--- config.mk ---
export PLATFORM = sky130hd
export DESIGN_NAME = univ_shift_register_flat
export DESIGN_NICKNAME = d
export VERILOG_FILES = /design/src/rtl/ushreg_pkg.sv /design/src/rtl/univ_shift_register_if.sv /design/src/rtl/ushreg_step.sv /design/src/rtl/univ_shift_register.sv /design/src/flat_wrapper.sv
export SDC_FILE = /design/constraint.sdc
export NUM_CORES = 1
export LEC_CHECK = 0
export ABC_AREA = 1
export CAP_MARGIN = 20
export CORE_MARGIN = 2
export CORE_UTILIZATION = 49
export CTS_CLUSTER_DIAMETER = 40
export DETAILED_ROUTE_END_ITERATION = 7
export GPL_ROUTABILITY_DRIVEN = 0
export PLACE_DENSITY = 0.79
export SYNTH_ARGS = -nofsm -noshare
export SYNTH_HDL_FRONTEND = slang
export SYNTH_SLANG_ARGS = --single-unit
--- constraint.sdc ---
create_clock -name clk -period 1.9 [get_ports clk]
set_clock_uncertainty 0.15 [all_clocks]
set_input_delay 0.285 -clock clk [delete_from_list [all_inputs] [get_ports clk]]
set_output_delay 0.285 -clock clk [all_outputs]
set_load 0.05 [all_outputs]
--- src/rtl/ushreg_pkg.sv ---
// rtl/ushreg_pkg.sv - op codes, FSM states and helpers for the universal shift register
package ushreg_pkg;

  localparam logic [2:0] OP_NOP  = 3'd0;
  localparam logic [2:0] OP_LOAD = 3'd1;
  localparam logic [2:0] OP_SHR  = 3'd2;
  localparam logic [2:0] OP_SHL  = 3'd3;
  localparam logic [2:0] OP_ROR  = 3'd4;
  localparam logic [2:0] OP_ROL  = 3'd5;
  localparam logic [2:0] OP_ASR  = 3'd6;
  localparam logic [2:0] OP_CLR  = 3'd7;

  typedef enum logic {
    ST_IDLE  = 1'b0,
    ST_SHIFT = 1'b1
  } state_t;

  function automatic int amt_width(input int width);
    return $clog2(width) + 1;
  endfunction

  function automatic logic is_shift_op(input logic [2:0] op);
    return (op >= OP_SHR) && (op <= OP_ASR);
  endfunction

  // Ops whose shifted-out bit leaves through the LSB and lands on so_r.
  function automatic logic exits_right(input logic [2:0] op);
    return (op == OP_SHR) || (op == OP_ROR) || (op == OP_ASR);
  endfunction

endpackage

--- src/rtl/univ_shift_register_if.sv ---
// rtl/univ_shift_register_if.sv - command, serial and status bundle of the universal shift register
interface univ_shift_register_if
  import ushreg_pkg::*;
#(
  parameter int WIDTH = 8,
  parameter int AMT_W = amt_width(WIDTH)
);
  logic             cmd_valid;
  logic             cmd_ready;
  logic [2:0]       cmd_op;
  logic [AMT_W-1:0] cmd_amt;
  logic [WIDTH-1:0] load_data;
  logic             serial_in_r;
  logic             serial_in_l;
  logic [WIDTH-1:0] q;
  logic             so_r;
  logic             so_l;
  logic             busy;
  logic             done;

  modport master (
    output cmd_valid, cmd_op, cmd_amt, load_data, serial_in_r, serial_in_l,
    input  cmd_ready, q, so_r, so_l, busy, done
  );

  modport slave (
    input  cmd_valid, cmd_op, cmd_amt, load_data, serial_in_r, serial_in_l,
    output cmd_ready, q, so_r, so_l, busy, done
  );
endinterface

--- src/rtl/ushreg_step.sv ---
// rtl/ushreg_step.sv - combinational one-position shift/rotate for the universal shift register
module ushreg_step
  import ushreg_pkg::*;
#(
  parameter int WIDTH = 8
) (
  input  logic [WIDTH-1:0] q,
  input  logic [2:0]       op,
  input  logic             serial_in_r,
  input  logic             serial_in_l,
  output logic [WIDTH-1:0] q_next,
  output logic             shift_out
);

  always_comb begin
    q_next    = q;
    shift_out = 1'b0;
    case (op)
      OP_SHR: begin q_next = {serial_in_r, q[WIDTH-1:1]}; shift_out = q[0];       end
      OP_SHL: begin q_next = {q[WIDTH-2:0], serial_in_l}; shift_out = q[WIDTH-1]; end
      OP_ROR: begin q_next = {q[0], q[WIDTH-1:1]};        shift_out = q[0];       end
      OP_ROL: begin q_next = {q[WIDTH-2:0], q[WIDTH-1]};  shift_out = q[WIDTH-1]; end
      OP_ASR: begin q_next = {q[WIDTH-1], q[WIDTH-1:1]};  shift_out = q[0];       end
      default: ;
    endcase
  end

endmodule

--- src/rtl/univ_shift_register.sv ---
// rtl/univ_shift_register.sv - universal shift register with multi-step commands (optional abort: USHREG_ABORT_EN)
module univ_shift_register
  import ushreg_pkg::*;
#(
  parameter int WIDTH = 8,
  parameter int AMT_W = amt_width(WIDTH)
) (
  input  logic clk,
  input  logic rst_n,
`ifdef USHREG_ABORT_EN
  input  logic abort,
`endif
  univ_shift_register_if.slave bus
);

  state_t           state;
  logic [AMT_W-1:0] cnt;
  logic [2:0]       op_r;
  logic [WIDTH-1:0] q_r;
  logic             so_r_r;
  logic             so_l_r;
  logic             done_r;
  logic             accept;
  logic [2:0]       step_op;
  logic [WIDTH-1:0] step_q;
  logic             step_out;

  assign accept  = bus.cmd_valid && (state == ST_IDLE);
  // The first step happens on the accept edge, so the live op drives the shifter in IDLE.
  assign step_op = (state == ST_SHIFT) ? op_r : bus.cmd_op;

  ushreg_step #(.WIDTH(WIDTH)) u_step (
    .q           (q_r),
    .op          (step_op),
    .serial_in_r (bus.serial_in_r),
    .serial_in_l (bus.serial_in_l),
    .q_next      (step_q),
    .shift_out   (step_out)
  );

  always_ff @(posedge clk or negedge rst_n) begin
    if (!rst_n) begin
      state  <= ST_IDLE;
      cnt    <= '0;
      op_r   <= OP_NOP;
      q_r    <= '0;
      so_r_r <= 1'b0;
      so_l_r <= 1'b0;
      done_r <= 1'b0;
    end else begin
      done_r <= 1'b0;
      case (state)
        ST_IDLE: begin
          if (accept) begin
            op_r <= bus.cmd_op;
            if (is_shift_op(bus.cmd_op)) begin
              if (bus.cmd_amt != '0) begin
                q_r <= step_q;
                if (exits_right(bus.cmd_op)) so_r_r <= step_out;
                else                         so_l_r <= step_out;
              end
              if (bus.cmd_amt > AMT_W'(1)) begin
                state <= ST_SHIFT;
                cnt   <= bus.cmd_amt - AMT_W'(1);
              end else begin
                done_r <= 1'b1;
              end
            end else begin
              if (bus.cmd_op == OP_LOAD)     q_r <= bus.load_data;
              else if (bus.cmd_op == OP_CLR) q_r <= '0;
              done_r <= 1'b1;
            end
          end
        end
        ST_SHIFT: begin
`ifdef USHREG_ABORT_EN
          if (abort) begin
            state  <= ST_IDLE;
            cnt    <= '0;
            done_r <= 1'b1;
          end else begin
`else
          begin
`endif
            q_r <= step_q;
            if (exits_right(op_r)) so_r_r <= step_out;
            else                   so_l_r <= step_out;
            if (cnt == AMT_W'(1)) begin
              state  <= ST_IDLE;
              done_r <= 1'b1;
            end
            cnt <= cnt - AMT_W'(1);
          end
        end
        default: state <= ST_IDLE;
      endcase
    end
  end

  assign bus.q         = q_r;
  assign bus.so_r      = so_r_r;
  assign bus.so_l      = so_l_r;
  assign bus.busy      = (state == ST_SHIFT);
  assign bus.cmd_ready = (state == ST_IDLE);
  assign bus.done      = done_r;

endmodule

--- src/flat_wrapper.sv ---
// flat-port wrapper written by rule: the top's interface ports become plain ports
module univ_shift_register_flat import ushreg_pkg::*;
#(
  parameter int WIDTH = 8,
  parameter int AMT_W = amt_width(WIDTH)
)
  (clk, rst_n, bus_cmd_valid, bus_cmd_op, bus_cmd_amt, bus_load_data, bus_serial_in_r, bus_serial_in_l, bus_cmd_ready, bus_q, bus_so_r, bus_so_l, bus_busy, bus_done);
  univ_shift_register_if #(.WIDTH(WIDTH), .AMT_W(AMT_W)) bus_i ();
  input  logic clk;
  input  logic rst_n;
  input wire logic [$bits(bus_i.cmd_valid)-1:0] bus_cmd_valid;
  input wire logic [$bits(bus_i.cmd_op)-1:0] bus_cmd_op;
  input wire logic [$bits(bus_i.cmd_amt)-1:0] bus_cmd_amt;
  input wire logic [$bits(bus_i.load_data)-1:0] bus_load_data;
  input wire logic [$bits(bus_i.serial_in_r)-1:0] bus_serial_in_r;
  input wire logic [$bits(bus_i.serial_in_l)-1:0] bus_serial_in_l;
  output wire logic [$bits(bus_i.cmd_ready)-1:0] bus_cmd_ready;
  output wire logic [$bits(bus_i.q)-1:0] bus_q;
  output wire logic [$bits(bus_i.so_r)-1:0] bus_so_r;
  output wire logic [$bits(bus_i.so_l)-1:0] bus_so_l;
  output wire logic [$bits(bus_i.busy)-1:0] bus_busy;
  output wire logic [$bits(bus_i.done)-1:0] bus_done;
  assign bus_i.cmd_valid = bus_cmd_valid;
  assign bus_i.cmd_op = bus_cmd_op;
  assign bus_i.cmd_amt = bus_cmd_amt;
  assign bus_i.load_data = bus_load_data;
  assign bus_i.serial_in_r = bus_serial_in_r;
  assign bus_i.serial_in_l = bus_serial_in_l;
  assign bus_cmd_ready = bus_i.cmd_ready;
  assign bus_q = bus_i.q;
  assign bus_so_r = bus_i.so_r;
  assign bus_so_l = bus_i.so_l;
  assign bus_busy = bus_i.busy;
  assign bus_done = bus_i.done;
  univ_shift_register #(.WIDTH(WIDTH), .AMT_W(AMT_W)) u_core (.clk(clk), .rst_n(rst_n), .bus(bus_i));
endmodule
# After elaboration in Yosys (flattened, before gate mapping)
# Cells that the tools add are included.
# totals
reg_bits,19
latch_bits,0
ram_bits,0
mem_bits_ro,0
input_bits,20
out_inout_bits,13
elab_cells,86
n_memories,0
# classes
add_sub_neg,2
mul,0
n_div,0
magnitude_cmp,3
n_eq_ne,24
shifts,0
muxes,35
n_bitwise,1
reduce_logical,14
# ops
op,count
two-way mux 8 bit,5
case mux 8 bit (5 select lines),1
"equality test 3 bit, second input constant",8
two-way mux 1 bit,18
case mux 8 bit (2 select lines),1
"equality test 3 x 2 -> 1 bit, second input constant",4
two-way mux 4 bit,3
"inequality test 2 x 1 -> 1 bit, second input constant",5
case mux 1 bit (2 select lines),5
AND reduction 5 bit,2
case mux 4 bit (2 select lines),1
"subtractor 4 x 1 -> 4 bit, second input constant",2
"inequality test 2 bit, second input constant",3
AND reduction 3 bit,2
"equality test 4 x 1 -> 1 bit, second input constant",1
"greater-than comparator 4 x 1 -> 1 bit, second input constant",1
logical OR 1 bit,4
"inequality test 4 x 1 -> 1 bit, second input constant",1
nonzero test 4 bit,1
"equality test 3 x 1 -> 1 bit, second input constant",1
">= comparator 3 x 2 -> 1 bit, second input constant",1
"less-or-equal comparator 3 bit, second input constant",1
two-way mux 3 bit,1
"inequality test 3 bit, second input constant",1
5 further kinds,6

# Longest topological paths before layout
# depth
word_depth,9
ltp_mapped,11
ltp_nobuf,11

# By module
# From an unflattened synthesis, not the netlist that was laid out.
# unflattened
hier_cells,255
area_unflattened_um2,1674.1
# modules_own_cells
module,instances,cells_each,area_each_um2,seq_area_each_um2
univ_shift_register,1,176,1243.7,475.5
ushreg_step,1,79,430.4,0.0

# Least setup slack after synthesis
# OpenSTA, ideal clock, no wires.
# synth_path
path_kind,register to register
from,"register u_core.state, in the netlist u_core.bus.busy"
to,"register u_core.q_r[2], in the netlist u_core.bus.q[2]"
setup_ns,0.118
t_arrival_ns,1.554
required_ns,1.632
setup_slack_ns,0.078
path_stages_with_launch,11
path_buffers,1
period_less_slack_ns,1.822
path_cell_list,dfrtp_1 > inv_2 > buf_6 > nand2_1 > nor2_1 > nor2_1 > nand2_2 > clkinv_4 > nand2_4 > nand2_1 > nand2_1
# synth_via
word_cells_on_any_way,17
cone_classes,8 x eq/ne; 6 x mux; 1 x bitwise; 2 x reduce/logical
# synth_rtl
element,line,rtl
"start, declared",univ_shift_register.sv:16,state_t state;
"start signal, assigned",univ_shift_register.sv:43,state <= ST_IDLE;
"start signal, assigned",univ_shift_register.sv:63,state <= ST_SHIFT;
"start signal, assigned",univ_shift_register.sv:89,state <= ST_IDLE;
inverter 1 bit (no line) (*),n/a,
named net bus_cmd_ready,flat_wrapper.sv:17,output wire logic [$bits(bus_i.cmd_ready)-1:0] bus_cmd_ready;
logical AND 1 bit,univ_shift_register.sv:28,assign accept = bus.cmd_valid && (state == ST_IDLE);
inequality test 2 x 1 -> 1 bit (no line),n/a,
AND reduction 3 bit (no line),n/a,
"end signal, assigned",univ_shift_register.sv:58,q_r <= step_q;
"end signal, assigned",univ_shift_register.sv:69,if (bus.cmd_op == OP_LOAD) q_r <= bus.load_data;
"end signal, assigned",univ_shift_register.sv:85,q_r <= step_q;
"end, declared",univ_shift_register.sv:19,logic [WIDTH-1:0] q_r;
# The timed path passes the listed nets; every way through them passes the cells marked *. The select of a mux whose other input is x is not followed.
# A chain may end at the register's enable or synchronous reset.

# Worst setup path after layout
# layout_path
from,"register u_core.state, in the netlist u_core.bus.busy"
to,output port bus_cmd_ready
# layout_via
elab_chain_cells,1
# layout_rtl
element,line
inverter 1 bit (no line),n/a
"end, declared",flat_wrapper.sv:17
# Every way passes these cells.

==> impl_metrics.tcl <==
set metrics [dict create \
    outcome "complete, no violations" \
    ys_types 27 \
    register_area_um2 475 \
    die_area_um2 3200 \
    grt_pass1_wl_mm 5.28 \
    drt-total-wl_mm 3.04 \
    cp_slowest_cell "dfrtp_1" \
    clk_latency_ns 0.31 \
    path_buf_inv 3 \
    grt_max_degree 20 \
    fill_cells 237 \
    grt-ovfl-total 0 \
    synth_warnings 0 \
    arrival_ns 1.32 \
    final_nets 264 \
    placed_cell_area_um2 1800 \
    cts_hold_buf 0 \
    avgRoutedWirePerCell_um 11.3 \
    fin_ws_ns 0.141 \
    synth_cells 190 \
    fin_setup_tns_ns 0 \
    synth_area_um2 1360 \
    vdd.ir_drop.worst_uv 1160 \
    path_class "register to output port" \
    critical-path-top-delay-family "buffers and inverters" \
    power.switching_mw 1.69 \
    hold_violations 0 \
    final_common_cell "nand2_1" \
    max_stage_delay_ns 0.47 \
    yosys.area.top_type "dfrtp_1" \
    power_frac_clock_pct 6.9 \
    slew_headroom_pct 65.9 \
    rsz0062_at_grt "no" \
    crit_fanout 10 \
    synth_top_cell_area_share_pct 35.1 \
    finalMaxSlewViolations 0 \
    crit_path_end_kind "output port" \
    dpl.hpwl_mm 2.37 \
    numCtsBuffers 3 \
    syn-num-nets 214 \
    htreeDepth 1 \
    io_buffer_count 32 \
    cp_cell_sequence "inv_2, buf_4, buf_12" \
    fin_crit_ns 1.76 \
    p_int_mw 1.45 \
    ys_top_cells_by_area "dfrtp_1 35%, nand2_1 18%, nand3_1 6.3%" \
    area_growth_pct 34.6 \
    finalSetupViolations 0 \
    core_area_um2 2690 \
    ys_seq_area_share_pct 35.1 \
    final_util_pct 68.0 \
    first_pass_iters 4 \
    hold_path_class "primary input to async pin" \
    p_total_mw 3.14 \
    die_h_um 56.6 \
    period_share_pct 92.6 \
    detail-route-antenna-nets 0 \
    finalInstanceArea_um2 1830 \
    cts.sinks 19 \
    drt_iter0_drc 70 \
    die_w_um 56.6 \
    clock.fmax_mhz 569 \
    cp.required_ns 1.46 \
    drv_cap 0 \
    multi_input_area_um2 764 \
    syn_area_per_cell_um2 7.14 \
    power.density_nw_per_um2 1720 \
    drc 0 \
    track_usage_pct 21.0 \
    grt_pass1_vias 1208 \
    clk_pin_slew_ns 0.12 \
    rows 19 \
    cts_tree "done" \
    switching_share_pct 53.7 \
    synth.ff_latch_count 19 \
    vias_per_cell 4.97 \
    postCtsSetupBuffers 0 \
    cts-root-buf "clkbuf_4" \
    final_cell_mix "65 x nand2_1, 26 x buf_4, 19 x clkdlybuf4s50_1, 19 x dfrtp_1, 17 x nand3_1" \
    power.leakage_nw 0.960 \
    drive_above_1_share_pct 25.5 \
    top_level_ports 33 \
    cts_resized 0 \
    start_util_pct 50.5 \
    vias 1341 \
    critical_path.startpoint_type "register" \
    antenna_cells 0 \
    p_comb_share_pct 69.4 \
    post-place-ws_ns -0.144 \
    cts_buffer_depth 2 \
    tightest_slew_ns 0.508 \
    antenna_found_initial 0 \
    p_seq_share_pct 23.7 \
]
-- sequential cells by signal, summed over array words and instances, names as in the netlist --
name and count:
u_core.bus.q 8, u_core.cnt 4, u_core.op_r 3, u_core.bus.busy 1, u_core.bus.done 1, u_core.bus.so_l 1
u_core.bus.so_r 1
-- metal layers --
metal	GRT usage, %	vias to the layer above	wire length (um)
met5	0	-	0
met4	9.52	0	48
met3	1.84	5	74
met2	32.2	16	1450
met1	29.9	616	1470
li1	-	704	-
-- synth_stat cells, drive strengths merged --
cell type  instances
o21ai             14
a21oi              3
xor2               3
o22ai              1
inv               22
nand2             80
nor2              14
ha                 4
o211ai             3
nand4              1
clkinv             1
buf                2
a31oi              1
nor3               2
nor3b              1
nand3             19
dfrtp             19
-- worst reg2reg max path, delay by kind of cell (launching register included) --
kind | cells | cell delay [ns]
buffers and inverters | 1 | 0.21
AO/OA/AOI/OAI | 1 | 0.10
AND/OR/NAND/NOR | 4 | 0.72
flip-flops | 1 | 0.47
-- logic make-up after synthesis --
| logic type | synth area share, % |
|---|---|
| AO/OA/AOI/OAI | 10.4 |
| XOR/XNOR | 1.94 |
| adder cells (fa/ha/maj) | 3.69 |
| buffers and inverters | 8.58 |
| flip-flops | 35.1 |
| AND/OR/NAND/NOR | 40.3 |
-- final timing paths --
kind	to	from	cells past startpoint	slack [ns]
max	bus_cmd_ready	u_core.bus.busy$_DFF_PN0_	3	0.14
min	u_core.bus.q[0]$_DFFE_PN0P_	rst_n	2	0.14
max reg2reg	u_core.bus.q[6]$_DFFE_PN0P_	u_core.bus.busy$_DFF_PN0_	6	0.19
min reg2reg	u_core.op_r[2]$_DFFE_PN0P_	u_core.op_r[2]$_DFFE_PN0P_	2	0.35
max in group asynchronous	u_core.cnt[0]$_DFFE_PN0P_	rst_n	2	1.25
min in group clk	u_core.op_r[2]$_DFFE_PN0P_	u_core.op_r[2]$_DFFE_PN0P_	2	0.35
-- final cells by class --
cell class | count | area share, %
timing repair buffer | 47 | 23.3
clock inverter | 1 | 0.274
clock buffer | 3 | 1.23
sequential | 19 | 26.0
inverter | 23 | 5.14
tap | 31 | 2.12
multi-input combinational | 146 | 41.9
-- power by group through the flow --
stage                     registers (mW)  logic [mW]  clock network (mW)
after detailed placement           0.750        2.18                   0
after global routing               0.770        2.42               0.232
after CTS                          0.742        2.19               0.221
after global placement             0.751        2.14                   0
final                              0.743        2.18               0.218
after floorplan                     1.08        1.23                   0
-- per-stage QoR --
stage | hold WS, ns | cells
2_1_floorplan | -0.161 | 190
3_3_place_gp | 0.319 | 266
3_5_place_dp | 0.323 | 266
4_1_cts | 0.155 | 270
5_1_grt | 0.156 | 270
6_report | 0.143 | 270
No activity file was read; power rests on OpenSTA's default activity.
